File: src/rtl/stg4ma_pkg.sv
// Memory-access stage shared definitions: field widths, opcodes, timeout,
// FSM state encoding and the writeback payload struct.
package stg4ma_pkg;

    localparam int unsigned SIZE_ADDR   = 16;
    localparam int unsigned SIZE_DATA   = 16;
    localparam int unsigned SIZE_OPC    = 6;
    localparam int unsigned SIZE_TGT_GP = 5;
    localparam int unsigned SIZE_TGT_SR = 2;
    localparam int unsigned HBIT_ADDR   = SIZE_ADDR - 1;
    localparam int unsigned SIZE_MA_CNT = 8;

    localparam logic [SIZE_OPC-1:0] OPC_NOP   = 6'h00;
    localparam logic [SIZE_OPC-1:0] OPC_R_ADD = 6'h01;
    localparam logic [SIZE_OPC-1:0] OPC_R_LD  = 6'h10;
    localparam logic [SIZE_OPC-1:0] OPC_R_ST  = 6'h11;

    localparam logic [SIZE_MA_CNT-1:0] MA_TIMEOUT = 8'd255;

    typedef enum logic {
        ST_IDLE = 1'b0,
        ST_REQ  = 1'b1
    } ma_state_t;

    // Instruction fields handed to writeback
    typedef struct packed {
        logic [SIZE_ADDR-1:0]   pc;
        logic [SIZE_DATA-1:0]   instr;
        logic [SIZE_OPC-1:0]    opc;
        logic [SIZE_TGT_GP-1:0] tgt_gp;
        logic [SIZE_TGT_SR-1:0] tgt_sr;
        logic [SIZE_DATA-1:0]   result;
    } wb_fields_t;

    // NOP opcode is all-zero, so the bubble is simply all fields zero
    localparam wb_fields_t WB_BUBBLE = '0;

    function automatic logic is_mem_op(input logic [SIZE_OPC-1:0] opc);
        return (opc == OPC_R_LD) || (opc == OPC_R_ST);
    endfunction

endpackage

File: src/rtl/stg4ma.sv
// Memory-access pipeline stage. Non-memory instructions pass through with one
// cycle of latency. LD/ST issue a level request to memory, stall upstream until
// ack or timeout, and emit bubbles meanwhile.
// Ports:
//   iw_clk, iw_rst         clock (rising), async active-high reset
//   iw_pc..iw_st_data      instruction fields, ALU result / EA, store data
//   ow_pc..ow_result       registered fields to writeback
//   ow_mem_req/we/addr/wdata  registered memory request
//   iw_mem_ack, iw_mem_rdata  memory completion and load data
//   ow_stall               combinational upstream hold
//   ow_mem_err             one-cycle pulse on request timeout
module stg4ma
    import stg4ma_pkg::*;
(
    input  logic                   iw_clk,
    input  logic                   iw_rst,
    input  logic [SIZE_ADDR-1:0]   iw_pc,
    input  logic [SIZE_DATA-1:0]   iw_instr,
    input  logic [SIZE_OPC-1:0]    iw_opc,
    input  logic [SIZE_TGT_GP-1:0] iw_tgt_gp,
    input  logic [SIZE_TGT_SR-1:0] iw_tgt_sr,
    input  logic [SIZE_DATA-1:0]   iw_result,
    input  logic [SIZE_DATA-1:0]   iw_st_data,
    output logic [SIZE_ADDR-1:0]   ow_pc,
    output logic [SIZE_DATA-1:0]   ow_instr,
    output logic [SIZE_OPC-1:0]    ow_opc,
    output logic [SIZE_TGT_GP-1:0] ow_tgt_gp,
    output logic [SIZE_TGT_SR-1:0] ow_tgt_sr,
    output logic [SIZE_DATA-1:0]   ow_result,
    output logic                   ow_mem_req,
    output logic                   ow_mem_we,
    output logic [SIZE_ADDR-1:0]   ow_mem_addr,
    output logic [SIZE_DATA-1:0]   ow_mem_wdata,
    input  logic                   iw_mem_ack,
    input  logic [SIZE_DATA-1:0]   iw_mem_rdata,
    output logic                   ow_stall,
    output logic                   ow_mem_err
);

    ma_state_t              state_q, state_nxt;
    logic [SIZE_MA_CNT-1:0] cnt_q, cnt_nxt;
    wb_fields_t             wb_q, wb_nxt, in_fields;
    logic                   req_nxt, we_nxt, err_nxt, stall_c;
    logic [SIZE_ADDR-1:0]   addr_nxt;
    logic [SIZE_DATA-1:0]   wdata_nxt;

    assign in_fields = '{pc: iw_pc, instr: iw_instr, opc: iw_opc,
                         tgt_gp: iw_tgt_gp, tgt_sr: iw_tgt_sr, result: iw_result};

    // Next-state, request and writeback latch selection
    always_comb begin
        state_nxt = state_q;
        cnt_nxt   = cnt_q;
        wb_nxt    = WB_BUBBLE;
        req_nxt   = ow_mem_req;
        we_nxt    = ow_mem_we;
        addr_nxt  = ow_mem_addr;
        wdata_nxt = ow_mem_wdata;
        err_nxt   = 1'b0;
        stall_c   = 1'b0;
        case (state_q)
            ST_IDLE: begin
                if (is_mem_op(iw_opc)) begin
                    stall_c   = 1'b1;
                    state_nxt = ST_REQ;
                    cnt_nxt   = '0;
                    req_nxt   = 1'b1;
                    we_nxt    = (iw_opc == OPC_R_ST);
                    addr_nxt  = iw_result[HBIT_ADDR:0];
                    wdata_nxt = iw_st_data;
                end else begin
                    wb_nxt = in_fields;
                end
            end
            ST_REQ: begin
                // Upstream holds iw_* stable while stalled, so they are used directly here
                if (iw_mem_ack) begin
                    wb_nxt        = in_fields;
                    wb_nxt.result = (iw_opc == OPC_R_ST) ? SIZE_DATA'(iw_result[HBIT_ADDR:0])
                                                         : iw_mem_rdata;
                    req_nxt   = 1'b0;
                    cnt_nxt   = '0;
                    state_nxt = ST_IDLE;
                end else if (cnt_q == MA_TIMEOUT) begin
                    // Stall released so upstream drops the failed instruction
                    err_nxt   = 1'b1;
                    req_nxt   = 1'b0;
                    cnt_nxt   = '0;
                    state_nxt = ST_IDLE;
                end else begin
                    stall_c = 1'b1;
                    cnt_nxt = cnt_q + SIZE_MA_CNT'(1);
                end
            end
            default: state_nxt = ST_IDLE;
        endcase
    end

    // State, counter, request and writeback registers
    always_ff @(posedge iw_clk or posedge iw_rst) begin
        if (iw_rst) begin
            state_q      <= ST_IDLE;
            cnt_q        <= '0;
            wb_q         <= WB_BUBBLE;
            ow_mem_req   <= 1'b0;
            ow_mem_we    <= 1'b0;
            ow_mem_addr  <= '0;
            ow_mem_wdata <= '0;
            ow_mem_err   <= 1'b0;
        end else begin
            state_q      <= state_nxt;
            cnt_q        <= cnt_nxt;
            wb_q         <= wb_nxt;
            ow_mem_req   <= req_nxt;
            ow_mem_we    <= we_nxt;
            ow_mem_addr  <= addr_nxt;
            ow_mem_wdata <= wdata_nxt;
            ow_mem_err   <= err_nxt;
        end
    end

    assign ow_stall  = stall_c & ~iw_rst;
    assign ow_pc     = wb_q.pc;
    assign ow_instr  = wb_q.instr;
    assign ow_opc    = wb_q.opc;
    assign ow_tgt_gp = wb_q.tgt_gp;
    assign ow_tgt_sr = wb_q.tgt_sr;
    assign ow_result = wb_q.result;

endmodule

File: config.mk
export PLATFORM = sky130hd
export DESIGN_NAME = stg4ma
export DESIGN_NICKNAME = d
export VERILOG_FILES = /design/src/rtl/stg4ma_pkg.sv /design/src/rtl/stg4ma.sv
export SDC_FILE = /design/constraint.sdc
export NUM_CORES = 1
export LEC_CHECK = 0
export CAP_MARGIN = 20
export CORE_MARGIN = 1
export CORE_UTILIZATION = 30
export CTS_CLUSTER_SIZE = 25
export DETAILED_ROUTE_END_ITERATION = 8
export PLACE_DENSITY_LB_ADDON = 0.2
export RECOVER_POWER = 25
export SLEW_MARGIN = 20
export SYNTH_ARGS = -nofsm -noshare
export SYNTH_HDL_FRONTEND = slang
export SYNTH_SLANG_ARGS = --single-unit
File: constraint.sdc
create_clock -name iw_clk -period 3.4 [get_ports iw_clk]
set_input_delay 0.51 -clock iw_clk [delete_from_list [all_inputs] [get_ports iw_clk]]
set_output_delay 0.51 -clock iw_clk [all_outputs]
set_load 0.05 [all_outputs]
==> flow_summary.toml, run 1 <==
[pwr]
p_int_uw = 2320
power_frac_seq = 0.414
p_sw_uw = 1210
p_sw_frac = 0.342
combPwrFrac = 0.315
power.clock.fraction = 0.270
p_total_uw = 3530
p_leak_uw = 0.00265
pwr_density_cell_mw_per_mm2 = 568
ir_worst_vdd_mv = 0.311

[floorplanning]
start_util = 0.314
core_area_mm2 = 0.0122
dieArea_mm2 = 0.0132
row_count = 40
fp.dieW_um = 115
io_pins = 193
die_y_um = 115

[global_route]
grt_max_degree = 76
antenna_found_initial = 0
grtUsageTotal = 0.153
grt_pass1_vias = 2876
grt_pass1_wl_mm = 15.4
grt_overflow = 0

[placement]
hpwl_mm = 7.12
portBuffers = 192
gp_congestion = 0.852
pre_cts_slack_ns = 0.851
place_area_mm2 = 0.00595

[setup_path]
worst_setup_path_start_kind = "input pin"
cp-end-kind = "primary output"
crit_fanout = 6
crit_arrival_ns = 2.15
cp.required_ns = 2.89
worstSetupPathType = "in -> out"

[clock_tree]
cts_setup_buffers = 0
cts-resized-gates = 0
clock_latency_ns = 0.34
path_clk_slew_ns = 0.07
tritoncts.num_buffers = 9
tritoncts = "done"
ctsHoldBuffers = 0
clock_sinks = 105
clock_path_buffers = 2
cts-htree-levels = 3
root_buffer = "clkbuf_16"

[yosys]
yosysSeqAreaShare = 0.686
yosys_warnings = 0
syn_nets = 365
ys_ff_latch = 105
synth_cells = 268
synth_area_per_cell_um2 = 14.3
synth_cell_types = 31
synth_area_mm2 = 0.00383

[layout]
layout-drive-gt1-share = 0.0899
area_delta_synth_final_pct = 62.2
design_area_mm2 = 0.00622
nNetsFinal = 559
antenna_cells = 0
fill_cells = 1119

[sta]
worstMarginPinSlew_ns = 2.02
setup_viol = 0
final.setup.tns_ns = 0
fmax_ghz = 0.375
finalCritPeriodShare = 0.783
finalHoldViolations = 0
rsz0062_at_grt = "no"
max_slew_margin = -0.352
slew_viol_final = 46
period_needed_ns = 2.66
worst_slack_ns = 0.736
fin_skew_ns = 0.00565

[min_path]
holdCritPathClass = "reg -> reg"

[route]
viasPerCell = 4.54
first_iter_violations = 125
wl_per_cell_um = 15.5
postRouteAntennaNets = 0
drc_errors = 0
num_vias = 2885
postRouteWirelength_mm = 9.86
first_pass_iters = 4

[job]
drv_cap = 1

[outcome]
violations = "capacitance limit, slew limit"
status = "complete, but fails checks"
[area by class of cell]
type                       instances  area (µm²)  area share
clock inverter                     6        45.0     0.00724
inverter                           1        5.00    0.000805
timing repair buffer             198        1970       0.317
clock buffer                      10         229      0.0368
tap                              168         210      0.0338
sequential                       105        2630       0.423
multi-input combinational        147        1130       0.182
[worst max-delay path: stages]
cell           delay (ns)
dlygate4sd3_1        0.57
nor2b_1              0.37
o21ai_0              0.23
a21oi_1              0.29
buf_12               0.17
[stage by stage]
stage | util | instances | hold slack (ns)
final | 0.509 | 635 | 0.493
after global placement | 0.487 | 619 | 0.472
after global routing | 0.509 | 635 | 0.506
after detailed placement | 0.487 | 619 | 0.481
after floorplan | - | 268 | 0.481
after CTS | 0.510 | 635 | 0.498
[kinds of logic (layout without fill, tap and decap cells)]
kind of cell,count (synthesis),in the layout,synth area share
XOR/XNOR,1,1,0.00229
flip-flops,105,105,0.686
multiplexers,35,35,0.102
buffers and inverters,16,215,0.0193
AO/OA/AOI/OAI,35,35,0.0692
adder cells (fa/ha/maj),1,1,0.00326
AND/OR/NAND/NOR,75,75,0.118
[final timing paths]
check / slack [ns] / cells after the start / end / startpoint
setup / recovery: 0.74 / 5 / ow_stall / iw_mem_ack
hold / removal: 0.49 / 1 / ow_mem_addr[4] / ow_mem_addr[4]
setup reg to reg: 1.34 / 5 / cnt_q[4] / state_q
hold reg to reg: 0.49 / 1 / ow_mem_addr[4] / ow_mem_addr[4]
max in group asynchronous: 1.06 / 3 / ow_tgt_gp[2] / iw_rst
min in group asynchronous: 1.17 / 2 / cnt_q[0] / iw_rst
[cell usage after synthesis]
cell type | instances | share of area
a21oi_1 | 6 | 0.0078
nand3b_1 | 1 | 0.0020
nand2_1 | 8 | 0.0078
nand4_1 | 2 | 0.0033
nand4bb_1 | 2 | 0.0059
a21oi_2 | 1 | 0.0023
o21ai_0 | 5 | 0.0065
nor2b_1 | 1 | 0.0016
a31oi_1 | 2 | 0.0033
xnor2_1 | 1 | 0.0023
mux2i_1 | 2 | 0.0052
clkbuf_1 | 9 | 0.0088
nor3_1 | 3 | 0.0039
inv_1 | 1 | 0.00098
nand3_1 | 3 | 0.0039
nand2b_1 | 1 | 0.0016
ha_1 | 1 | 0.0033
buf_6 | 1 | 0.0029
buf_2 | 5 | 0.0065
o21ai_1 | 1 | 0.0013
and2_1 | 5 | 0.0082
o21bai_4 | 1 | 0.0049
dfrtp_1 | 105 | 0.69
nor4_4 | 1 | 0.0056
nor2_1 | 6 | 0.0059
o31a_1 | 1 | 0.0023
mux2_1 | 15 | 0.044
and3_1 | 42 | 0.069
a22o_1 | 17 | 0.039
mux2_2 | 18 | 0.053
o31ai_1 | 1 | 0.0020
[power by group through the flow]
stage	logic (µW)	registers, µW	clock network [µW]
detailed placement	1120	1490	0
global placement	1120	1480	0
global route	1160	1480	1050
finish	1110	1460	953
floorplan	152	2000	0
CTS	1130	1460	990
[metal layers]
| metal | wire, µm | GRT usage | up-vias |
|---|---|---|---|
| met5 | 0 | 0 | - |
| met1 | 4150 | 0.192 | 1419 |
| li1 | - | - | 1344 |
| met4 | 122 | 0.0468 | 0 |
| met2 | 4850 | 0.251 | 114 |
| met3 | 733 | 0.0501 | 8 |
[state kept, by name, indices dropped and copies added (netlist names)]
| register | flops |
|---|---|
| ow_opc | 6 |
| ow_mem_err | 1 |
| ow_tgt_gp | 5 |
| ow_pc | 16 |
| ow_instr | 16 |
| ow_mem_we | 1 |
| ow_mem_req | 1 |
| ow_mem_addr | 16 |
| ow_result | 16 |
| ow_mem_wdata | 16 |
| ow_tgt_sr | 2 |
| state_q | 1 |
| cnt_q | 8 |
[layout by cell type, fill, tap and decap left out, drive strengths merged]
master and count:
a21oi 7, a22o 17, a31oi 2, and2 5, and3 42, buf 5
clkbuf 12, clkdlybuf4s50 189, clkinv 3, clkinvlp 4, dfrtp 105, dlygate4sd3 2
ha 1, mux2 33, mux2i 2, nand2 8, nand2b 1, nand3 3
nand3b 1, nand4 2, nand4bb 2, nor2 6, nor2b 1, nor3 3
nor4 1, o21ai 6, o21bai 1, o31a 1, o31ai 1, xnor2 1
Note: power is estimated with default switching activity, not from simulation.
==> inputs of run 2 (changes only) <==
==> constraint.sdc (replaced) <==
create_clock -name iw_clk -period 2.7 [get_ports iw_clk]
set_input_delay 0.405 -clock iw_clk [delete_from_list [all_inputs] [get_ports iw_clk]]
set_output_delay 0.405 -clock iw_clk [all_outputs]
set_load 0.05 [all_outputs]
==> flow_summary.toml, run 2 (same netlist as run 1, synthesis figures left out) <==
[job]
drv_cap = 0

[layout]
design_area_mm2 = 0.00628
multi_input_area_mm2 = 0.00114
area_delta_synth_final_pct = 63.9
fill_cells = 1133
layout_common_cells = "clkdlybuf4s50_1, dfrtp_1, and3_1"
antenna_cells = 0
seqCellArea_mm2 = 0.00263
nNetsFinal = 562
final_common_cell = "clkdlybuf4s50_1"
layout-drive-gt1-share = 0.104

[route]
viasPerCell = 4.48
postRouteWirelength_mm = 10.0
first_pass_iters = 4
num_vias = 2860
postRouteAntennaNets = 0
drc_errors = 0
first_iter_violations = 76
wl_per_cell_um = 15.7

[setup_path]
cp.required_ns = 2.30
cp-end-kind = "primary output"
crit_fanout = 5
crit_arrival_ns = 1.98
worst_setup_path_start_kind = "register"
worstSetupPathType = "reg -> out"

[floorplanning]
die_y_um = 115
io_pins = 193
row_count = 40
fp.dieW_um = 115
dieArea_mm2 = 0.0132
start_util = 0.314
core_area_mm2 = 0.0122

[clock_tree]
clock_path_buffers = 2
tritoncts = "done"
path_clk_slew_ns = 0.07
clock_sinks = 105
root_buffer = "clkbuf_16"
cts-resized-gates = 0
clock_latency_ns = 0.34
ctsHoldBuffers = 0
tritoncts.num_buffers = 9
cts-htree-levels = 3
cts_setup_buffers = 0

[sta]
whs_ns = 0.495
max_slew_margin = 0.310
fmax_ghz = 0.419
final.setup.tns_ns = 0
period_needed_ns = 2.39
setup_viol = 0
rsz0062_at_grt = "no"
worstMarginPinSlew_ns = 1.03
slew_viol_final = 0
finalHoldViolations = 0
fin_skew_ns = 0.00195
finalCritPeriodShare = 0.884

[global_route]
grt_pass1_vias = 2935
grt_overflow = 0
grt_max_degree = 48
grt_pass1_wl_mm = 15.5
grtUsageTotal = 0.157
antenna_found_initial = 0

[placement]
place_area_mm2 = 0.00601
hpwl_mm = 7.32
gp_congestion = 0.818
portBuffers = 192

[pwr]
p_leak_uw = 0.00269
pwr_density_cell_mw_per_mm2 = 726
ir_worst_vdd_mv = 0.598

[outcome]
status = "completed"

[min_path]
holdCritPathClass = "reg -> reg"
==> run 2: cell types whose count changed in the layout (fill, tap and decap cells not counted), moves of 2 or more <==
cell / before / now
and2_1: 3 / 5
clkbuf_1: 3 / 0
and2_0: 2 / 0
buf_4: 4 / 7
==> run 2: final timing paths <==
check / from / to / slack (ns) / cells past startpoint
worst min-delay path: ow_mem_wdata[5] / ow_mem_wdata[5] / 0.49 / 1
worst max register to register: state_q / ow_mem_wdata[7] / 1.02 / 3
worst min register to register: ow_mem_wdata[5] / ow_mem_wdata[5] / 0.49 / 1
min in group asynchronous: iw_rst / ow_pc[14] / 0.72 / 2
max in group asynchronous: iw_rst / ow_result[13] / 0.47 / 3
worst max-delay path: cnt_q[0] / ow_stall / 0.31 / 6
==> run 2: per-stage QoR <==
step                      utilization  std cells  setup slack [ns]  total power, µW
after CTS                       0.517        638             0.288             4630
after global placement          0.492        622             0.466             3280
after floorplan                     -        268             0.245             2710
final                           0.514        638             0.314             4560
after global routing            0.514        638            0.0816             4760
after detailed placement        0.492        622             0.396             3300
==> run 2: worst max-delay path: stages, from the launching register on <==
cell     delay (ns)
dfrtp_1        0.41
ha_1           0.24
and3_1         0.20
nand3_1        0.12
o21ai_0        0.31
a21oi_1        0.18
buf_12         0.18
==> run 2: routing by layer <==
| metal | vias up | wire [µm] | global-route usage |
|---|---|---|---|
| met3 | 11 | 638 | 0.0585 |
| met5 | - | 0 | 0 |
| li1 | 1351 | - | - |
| met1 | 1392 | 4110 | 0.179 |
| met4 | 0 | 176 | 0.0537 |
| met2 | 106 | 5100 | 0.271 |
==> run 2: final cells by class <==
type	count	area share
Multi-Input combinational cell	147	0.181
Timing Repair Buffer	201	0.318
Sequential cell	105	0.418
Clock buffer	9	0.0359
Inverter	1	0.000797
Tap cell	168	0.0335
Clock inverter	7	0.0128
==> run 2: power breakdown <==
group	total (µW)	internal [µW]	switching [µW]	leakage, µW
Sequential	1840	1760	83.2	0.00128
Clock	1310	727	587	0.000142
Combinational	1400	539	865	0.00127
